===== src/rtl/return_address_stack_pkg.sv =====
// Shared processor constants and helpers for the return address stack.
// Holds default sizing, pointer/count width functions and the per-cycle operation encoding.
package return_address_stack_pkg;

  localparam int RAS_WIDTH = 32;
  localparam int RAS_DEPTH = 8;

  typedef enum logic [2:0] {
    RAS_OP_NONE,
    RAS_OP_PUSH,
    RAS_OP_POP,
    RAS_OP_REPLACE,
    RAS_OP_POP_EMPTY,
    RAS_OP_FLUSH
  } ras_op_e;

  function automatic int ras_ptr_w(input int depth);
    return $clog2(depth);
  endfunction

  function automatic int ras_cnt_w(input int depth);
    return $clog2(depth) + 1;
  endfunction

  // Flush wins; push+pop on an empty stack degrades to a plain push.
  function automatic ras_op_e ras_decode(input logic push, input logic pop,
                                         input logic flush, input logic empty);
    if (flush)                return RAS_OP_FLUSH;
    else if (push && pop)     return empty ? RAS_OP_PUSH : RAS_OP_REPLACE;
    else if (push)            return RAS_OP_PUSH;
    else if (pop)             return empty ? RAS_OP_POP_EMPTY : RAS_OP_POP;
    else                      return RAS_OP_NONE;
  endfunction

endpackage


===== src/rtl/ras_storage.sv =====
// Return address stack entry storage: one synchronous write port, one async read port.
// No reset; stale contents are masked by the owner's count.
module ras_storage
  import return_address_stack_pkg::*;
#(
  parameter int WIDTH = RAS_WIDTH,
  parameter int DEPTH = RAS_DEPTH
) (
  input  logic                        clk,
  input  logic                        wr_en,
  input  logic [ras_ptr_w(DEPTH)-1:0] wr_addr,
  input  logic [WIDTH-1:0]            wr_data,
  input  logic [ras_ptr_w(DEPTH)-1:0] rd_addr,
  output logic [WIDTH-1:0]            rd_data
);

  logic [WIDTH-1:0] mem [DEPTH];

  always_ff @(posedge clk) begin
    if (wr_en) mem[wr_addr] <= wr_data;
  end

  assign rd_data = mem[rd_addr];

endmodule


===== src/rtl/return_address_stack.sv =====
// Circular return address stack predicting JR $ra targets; all outputs registered, one-cycle update.
// No backpressure: pushes when full overwrite the oldest entry, pops when empty are flagged and ignored.
module return_address_stack
  import return_address_stack_pkg::*;
#(
  parameter int WIDTH = RAS_WIDTH,
  parameter int DEPTH = RAS_DEPTH
) (
  input  logic                        clk,
  input  logic                        rst_n,
  input  logic                        push,
  input  logic [WIDTH-1:0]            push_addr,
  input  logic                        pop,
  input  logic                        flush,
  output logic [WIDTH-1:0]            top,
  output logic                        top_valid,
  output logic [ras_cnt_w(DEPTH)-1:0] count,
  output logic                        full,
  output logic                        overflow,
  output logic                        underflow
);

  localparam int PW = ras_ptr_w(DEPTH);
  localparam int CW = ras_cnt_w(DEPTH);

  logic [PW-1:0]    tos_q, tos_n, tos_p1, tos_m1;
  logic [CW-1:0]    count_q, count_n;
  logic [WIDTH-1:0] top_q, top_n;
  logic             ovf_q, ovf_n, udf_q, udf_n;
  logic             empty, full_int;
  logic             wr_en;
  logic [PW-1:0]    wr_addr;
  logic [WIDTH-1:0] rd_data;
  ras_op_e          op;

  assign empty    = (count_q == '0);
  assign full_int = (count_q == CW'(DEPTH));
  assign tos_p1   = tos_q + PW'(1);
  assign tos_m1   = tos_q - PW'(1);

  ras_storage #(
    .WIDTH (WIDTH),
    .DEPTH (DEPTH)
  ) u_storage (
    .clk     (clk),
    .wr_en   (wr_en),
    .wr_addr (wr_addr),
    .wr_data (push_addr),
    .rd_addr (tos_m1),
    .rd_data (rd_data)
  );

  always_comb begin
    op      = ras_decode(push, pop, flush, empty);
    tos_n   = tos_q;
    count_n = count_q;
    top_n   = top_q;
    ovf_n   = 1'b0;
    udf_n   = 1'b0;
    wr_en   = 1'b0;
    wr_addr = tos_p1;
    unique case (op)
      RAS_OP_FLUSH: begin
        tos_n   = '0;
        count_n = '0;
        top_n   = '0;
      end
      RAS_OP_REPLACE: begin
        wr_en   = 1'b1;
        wr_addr = tos_q;
        top_n   = push_addr;
      end
      RAS_OP_PUSH: begin
        wr_en   = 1'b1;
        tos_n   = tos_p1;
        top_n   = push_addr;
        udf_n   = pop;
        if (full_int) ovf_n = 1'b1;
        else          count_n = count_q + CW'(1);
      end
      RAS_OP_POP: begin
        tos_n   = tos_m1;
        count_n = count_q - CW'(1);
        // The entry below the current top becomes visible, unless the stack drains.
        top_n   = (count_q == CW'(1)) ? '0 : rd_data;
      end
      RAS_OP_POP_EMPTY: begin
        udf_n   = 1'b1;
      end
      default: begin
      end
    endcase
  end

  always_ff @(posedge clk or negedge rst_n) begin
    if (!rst_n) begin
      tos_q   <= '0;
      count_q <= '0;
      top_q   <= '0;
      ovf_q   <= 1'b0;
      udf_q   <= 1'b0;
    end else begin
      tos_q   <= tos_n;
      count_q <= count_n;
      top_q   <= top_n;
      ovf_q   <= ovf_n;
      udf_q   <= udf_n;
    end
  end

  assign top       = top_q;
  assign top_valid = !empty;
  assign count     = count_q;
  assign full      = full_int;
  assign overflow  = ovf_q;
  assign underflow = udf_q;

endmodule


===== config.mk =====
export PLATFORM = sky130hd
export DESIGN_NAME = return_address_stack
export DESIGN_NICKNAME = d
export VERILOG_FILES = /design/src/rtl/return_address_stack_pkg.sv /design/src/rtl/ras_storage.sv /design/src/rtl/return_address_stack.sv
export SDC_FILE = /design/constraint.sdc
export NUM_CORES = 1
export LEC_CHECK = 0
export ABC_CLOCK_PERIOD_IN_PS = 14100
export CAP_MARGIN = 20
export CORE_AREA = 2 2 161 163
export DETAILED_ROUTE_END_ITERATION = 8
export DIE_AREA = 0 0 163 165
export PLACE_DENSITY = 0.69
export SETUP_SLACK_MARGIN = 0.15
export SYNTH_ARGS = -nofsm -noshare
export SYNTH_HDL_FRONTEND = slang
export SYNTH_HIERARCHICAL = 1
export SYNTH_SLANG_ARGS = --single-unit

===== constraint.sdc =====
create_clock -name clk -period 14.1 [get_ports clk]
set_input_delay 4.23 -clock clk [delete_from_list [all_inputs] [get_ports clk]]
set_output_delay 4.23 -clock clk [all_outputs]
set_load 0.02 [all_outputs]

# Word-level counts from Yosys, hierarchy flattened
# Memories as Yosys holds them, arrays and structs flattened.
# Index checks and enable logic that the tools add are counted.
[classes]
n_reduce_logical = 7
n_eq_ne = 8
n_mux = 18
add_sub_neg = 4
[op_table]
columns = ["cell", "count"]
rows = [
  ["$pmux W32 S3", 1],
  ["$mux W32", 1],
  ["$mux W3", 6],
  ["$pmux W4 S3", 1],
  ["$pmux W3 S3", 1],
  ["$eq A3 B2 Y1 const B", 2],
  ["$eq A3 B3 Y1 const B", 2],
  ["$reduce_bool A3 Y1", 2],
  ["$mux W1", 5],
  ["$add A4 B1 Y4 const B", 1],
  ["$eq A4 B1 Y1 const B", 1],
  ["$eq A4 B4 Y1 const B", 1],
  ["$logic_not A4 Y1", 1],
  ["$mux W4", 1],
  ["$sub A4 B1 Y4 const B", 1],
  ["$add A3 B1 Y3 const B", 1],
  ["$eq A3 B1 Y1 const B", 1],
  ["$sub A3 B1 Y3 const B", 1],
  ["$mux W2", 1],
  ["$ne A2 B2 Y1 const B", 1],
  ["$pmux W1 S2", 1],
  ["$reduce_and A2 Y1", 1],
  ["$reduce_or A2 Y1", 1],
  ["$logic_and A1 B1 Y1", 1],
  ["$logic_not A1 Y1", 1],
]
[totals]
n_memories = 1
out_inout_bits = 40
word_cells = 43
mem_bits_rw = 256
regBits = 41
inputBits = 37
[memory_table]
columns = ["name", "depth", "word_bits", "rd", "rd_ports_with_merged_regs", "write_ports", "line_no", "rtl"]
rows = [
  ["u_storage.mem", 8, 32, 1, 0, 1, "ras_storage.sv:17", "logic [WIDTH-1:0] mem [DEPTH];"],
]

# Depth between registers and ports, before layout
[depth]
ltp_word = 11
depth_mapped = 9
ltp_nobuf = 8

# Cells and area by module
# Netlist, hierarchy kept.
[by_module_without_submodules]
columns = ["module", "cells_per_inst", "area_per_inst_um2", "seq_area_each_um2", "n_inst"]
rows = [
  ["ras_storage", 383, 9825.7, 7687.4, 1],
  ["return_address_stack", 192, 2137.0, 1026.0, 1],
]

# Least setup slack after synthesis
# OpenSTA, ideal clock, no wires.
[synth_path]
path_type = "input to register"
startpoint = "input port pop"
endpoint = "memory u_storage/mem[0][0] in the netlist's numbering, enable pin"
slack_ns = 6.353
setup_ns = 0.461
arrival_time_ns = 7.286
n_path_buf = 0
required_time_ns = 13.639
path_stages = 6
path_cell_list = "nor2b_1 -> nand3_1 -> nand2_1 -> xnor2_1 -> nand2b_1 -> nor3_1"
[synth_via]
word_cells_on_any_way = 12
classes_between = "2 x eq/ne; 8 x mux; 2 x reduce/logical"
[synth_rtl]
columns = ["item", "line_no", "rtl"]
rows = [
  ["start: declaration", "return_address_stack.sv:13", "input logic pop,"],
  ["$mux W3", "return_address_stack_pkg.sv:31", "else if (pop) return empty ? RAS_OP_POP_EMPTY : RAS_OP_POP;"],
  ["$mux W3", "return_address_stack_pkg.sv:30", "else if (push) return RAS_OP_PUSH;"],
  ["$mux W3 (*)", "return_address_stack_pkg.sv:29", "else if (push && pop) return empty ? RAS_OP_PUSH : RAS_OP_REPLACE;"],
  ["$mux W3 (*)", "return_address_stack_pkg.sv:28", "if (flush) return RAS_OP_FLUSH;"],
  ["$eq A3 B2 Y1 (*)", "return_address_stack.sv:62", "unique case (op)"],
  ["$mux W3 (*)", "return_address_stack.sv:62", ""],
  ["via wr_addr[2]", "return_address_stack.sv:32", "logic [PW-1:0] wr_addr;"],
  ["end: declaration", "ras_storage.sv:17", ""],
]
# Mark *: on every way through the listed nets, which the timed path passes. The rest lies on a longest branch.

# Final worst setup path
[layout_path]
startpoint = "input port push"
endpoint = "memory u_storage/mem[6][22] in the netlist's numbering, enable pin"
[layout_via]
elab_chain_cells = 8
word_cells_on_any_way = 11
classes_between = "2 x eq/ne; 7 x mux; 2 x reduce/logical"
[layout_lines]
columns = ["item", "line_no", "rtl"]
rows = [
  ["start: declaration", "return_address_stack.sv:11", "input logic push,"],
  ["$mux W3 or $logic_and A1 B1 Y1 (tied branches)", "return_address_stack_pkg.sv:30, return_address_stack_pkg.sv:29", ""],
  ["$mux W3 (*)", "return_address_stack_pkg.sv:29", ""],
  ["$mux W3 (*)", "return_address_stack_pkg.sv:28", ""],
  ["$eq A3 B1 Y1 or $eq A3 B2 Y1 (tied branches)", "return_address_stack.sv:62", ""],
  ["$reduce_or A2 Y1 (no line)", "-", ""],
  ["$mux W1", "return_address_stack.sv:62", ""],
  ["$mux W1", "ras_storage.sv:20", "if (wr_en) mem[wr_addr] <= wr_data;"],
  ["$mux W1 (implied by the code)", "ras_storage.sv:20", ""],
]
# Every way passes the cells marked *; elsewhere a longest branch is shown, timed or not.

==> impl_metrics.yaml <==
synth:
  seq_area_frac_synth_pct: 72.8
  yosys_warnings: 6
  synth_fa_ha_area_share_pct: 0.628
  yosys.area_share.simple_pct: 3.50
  synth_cell_types: 42
  synthesis.nets: 618
  muxShareOfSynthArea_pct: 16.6
  synth-compound-area-share_pct: 3.98
  synth_top_family_by_area: "multiplexers"
  netlist_instances: 575
  synth.cell_area_um2: 12000
  ys_ff_latch: 297
  syn_avg_cell_area_um2: 20.8
  synthXorXnorAreaFrac_pct: 0.366
floorplan:
  die-area_um2: 26900
  die_y_um: 165
  rows: 58
  core_area_um2: 25000
  die_w_um: 163
  boundaryPins: 77
  initial_core_util_pct: 47.8
sta:
  max_slew_margin_pct: 28.0
  worst_pin_slew_ns: 1.08
  fin_crit_sh_pct: 50.4
  finalMaxSlewViolations: 0
  finalHoldViolCount: 0
  setup_tns_ns: 0
  rsz0062_at_grt: "no"
  layout_min_cycle_time_ns: 7.11
  clock_skew_ns: 0.00867
  clock.fmax_ghz: 0.141
  final-setup-viol-count: 0
cts:
  clock_sinks: 297
  cts_buffer_depth: 3
  ctsResizeCount: 0
  cts.clk_slew.worst_paths_ns: 0.06
  clkLatencyLatePin_ns: 0.54
  cts_buffers: 30
  postCtsSetupRepairBufs: 0
  h-tree-depth: 1
  root_buffer: "clkbuf_16"
  cts_tree: "done"
  postCtsHoldBufs: 0
placement:
  dpl_cell_area_um2: 13100
  dpl.hpwl_um: 13100
  port_buffers: 76
  post-place-cells: 956
  place.gp.congestion: 0.768
route:
  drt_pre_antenna_iters: 5
  routed_wl_um: 23400
  routedWlPerCell_um: 23.1
  drtIter0Drc: 478
  drtAntennaViolNets: 0
  vias_per_cell: 5.87
  drc: 0
  vias: 5966
final_layout:
  final_cells: 1016
  syn_to_final_growth_pct: 18.6
  fin_nets: 705
  antenna_cells: 0
  final_common_cell: "edfxtp_1"
  stdcell_area_um2: 14200
  drive_above_1_share_pct: 19.5
  final_cell_mix: "edfxtp_1 (256), clkdlybuf4s50_1 (75), dfrtp_1 (41), mux4_1 (40), mux2_2 (33)"
setup_path:
  slowest_delay_ns: 0.94
  path_max_fanout: 36
  critPathKind: "input pin to flip-flop"
  slowest_stage: "nor2_4"
  path_cells: "clkdlybuf4s50_1 -> nor2b_4 -> nand2_1 -> nor2_4"
  cp_data_arrival_time_ns: 7.27
  path_delay_family: "simple AND/OR/NAND/NOR gates"
  setup.worst_path.end_class: "flip-flop"
  critPathBufInv: 1
  worstPathRequired_ns: 14.26
  cp-start-kind: "input pin"
worst_hold_path:
  hold_path_class: "flip-flop to flip-flop"
run:
  cap_violations: 0
status:
  outcome: "completed"
pwr:
  p_per_area_nw_per_um2: 200
  max-vdd-ir-drop_uv: 158
  leakage_nw: 4.98
global_routing:
  grt_max_degree: 65
  grt_pass1_wl_um: 36400
  grt_overflow: 0
  gr-usage-all-layers_pct: 17.7
  antenna_found_initial: 0
  grt_pass1_vias: 6273
[final timing paths]
| path | start | to | slack (ns) | cells past startpoint |
|---|---|---|---|---|
| worst max-delay path | push | u_storage/mem[6][22] | 6.99 | 4 |
| worst min-delay path | top[13] | top[13] | 0.51 | 1 |
| worst max register to register | count[0] | u_storage/mem[3][23] | 10.52 | 7 |
| worst min register to register | top[13] | top[13] | 0.51 | 1 |
| max in group asynchronous | rst_n | overflow | 9.92 | 2 |
| min in group asynchronous | rst_n | top[30] | 3.65 | 1 |
[area by class of cell]
class                           instances  area, um2
Clock buffer                           36        795
Clock inverter                         20        223
Fill cell                            1832      10800
Inverter                               10       38.8
Multi-Input combinational cell        234       3090
Sequential cell                       297       8710
Tap cell                              330        413
Timing Repair Buffer                   89        913
[per-layer routing]
metal,wire length (um),vias to the layer above,global-route usage [%]
li1,-,2599,-
met1,10300,3173,24.5
met2,11800,161,30.2
met3,862,33,2.31
met4,455,0,4.47
met5,0,-,0
[where the power goes]
| group | internal, mW | switching, mW |
|---|---|---|
| Combinational | 0.454 | 0.468 |
| Clock | 0.491 | 0.321 |
| Sequential | 1.07 | 0.0359 |
[flip-flops by register name, summed over array words and instances (netlist names)]
name and flops:
count 4, overflow 1, u_storage/mem 256, tos_q 3, underflow 1, top 32
[Yosys cell counts]
| cell | instances | area [um2] |
|---|---|---|
| edfxtp_1 | 256 | 7690 |
| dfrtp_1 | 41 | 1030 |
| mux4_1 | 40 | 1050 |
| mux2_2 | 33 | 372 |
| a221o_1 | 32 | 320 |
| and3_1 | 32 | 200 |
| mux4_2 | 24 | 541 |
| buf_2 | 15 | 75.1 |
| inv_1 | 10 | 37.5 |
| buf_6 | 9 | 101 |
| nand2_1 | 9 | 33.8 |
| nor2_1 | 9 | 33.8 |
| nor3_1 | 7 | 35.0 |
| clkbuf_1 | 6 | 22.5 |
| ha_1 | 6 | 75.1 |
| nand2b_1 | 6 | 37.5 |
| buf_1 | 4 | 15.0 |
| nand3_1 | 3 | 15.0 |
| xor2_1 | 3 | 26.3 |
| a211oi_2 | 2 | 25.0 |
| a21oi_1 | 2 | 10.0 |
| a31oi_1 | 2 | 12.5 |
| mux2i_1 | 2 | 20.0 |
| nor2b_1 | 2 | 12.5 |
| o22ai_1 | 2 | 12.5 |
| xnor2_1 | 2 | 17.5 |
| a211o_1 | 1 | 8.76 |
| a211oi_1 | 1 | 7.51 |
| a21boi_4 | 1 | 18.8 |
| a221o_2 | 1 | 11.3 |
| a221oi_1 | 1 | 8.76 |
| a22o_1 | 1 | 8.76 |
| a22oi_1 | 1 | 7.51 |
| and2_1 | 1 | 6.26 |
| and3b_2 | 1 | 10.0 |
| and4_1 | 1 | 8.76 |
| nor2_4 | 1 | 11.3 |
| o21ai_0 | 1 | 5.00 |
| o31a_1 | 1 | 8.76 |
| o32a_2 | 1 | 11.3 |
| or2_1 | 1 | 6.26 |
| or3b_1 | 1 | 8.76 |
[cells by family after synthesis]
group	count (synthesis)
compound gates	50
xor+xnor	5
fa+ha+maj	6
buf+inv	44
flops	297
mux	99
simple gates	74
[through the flow]
stage	hold slack (ns)	setup slack (ns)	utilization [%]	total power [mW]
after floorplan	0.472	6.35	-	1.79
after global placement	0.495	6.51	52.3	2.02
after detailed placement	0.498	6.35	52.3	2.04
after CTS	0.516	6.92	56.3	2.86
after global routing	0.523	6.80	56.7	2.96
final	0.508	6.99	56.7	2.84
No activity file was read; power rests on OpenSTA's default activity.
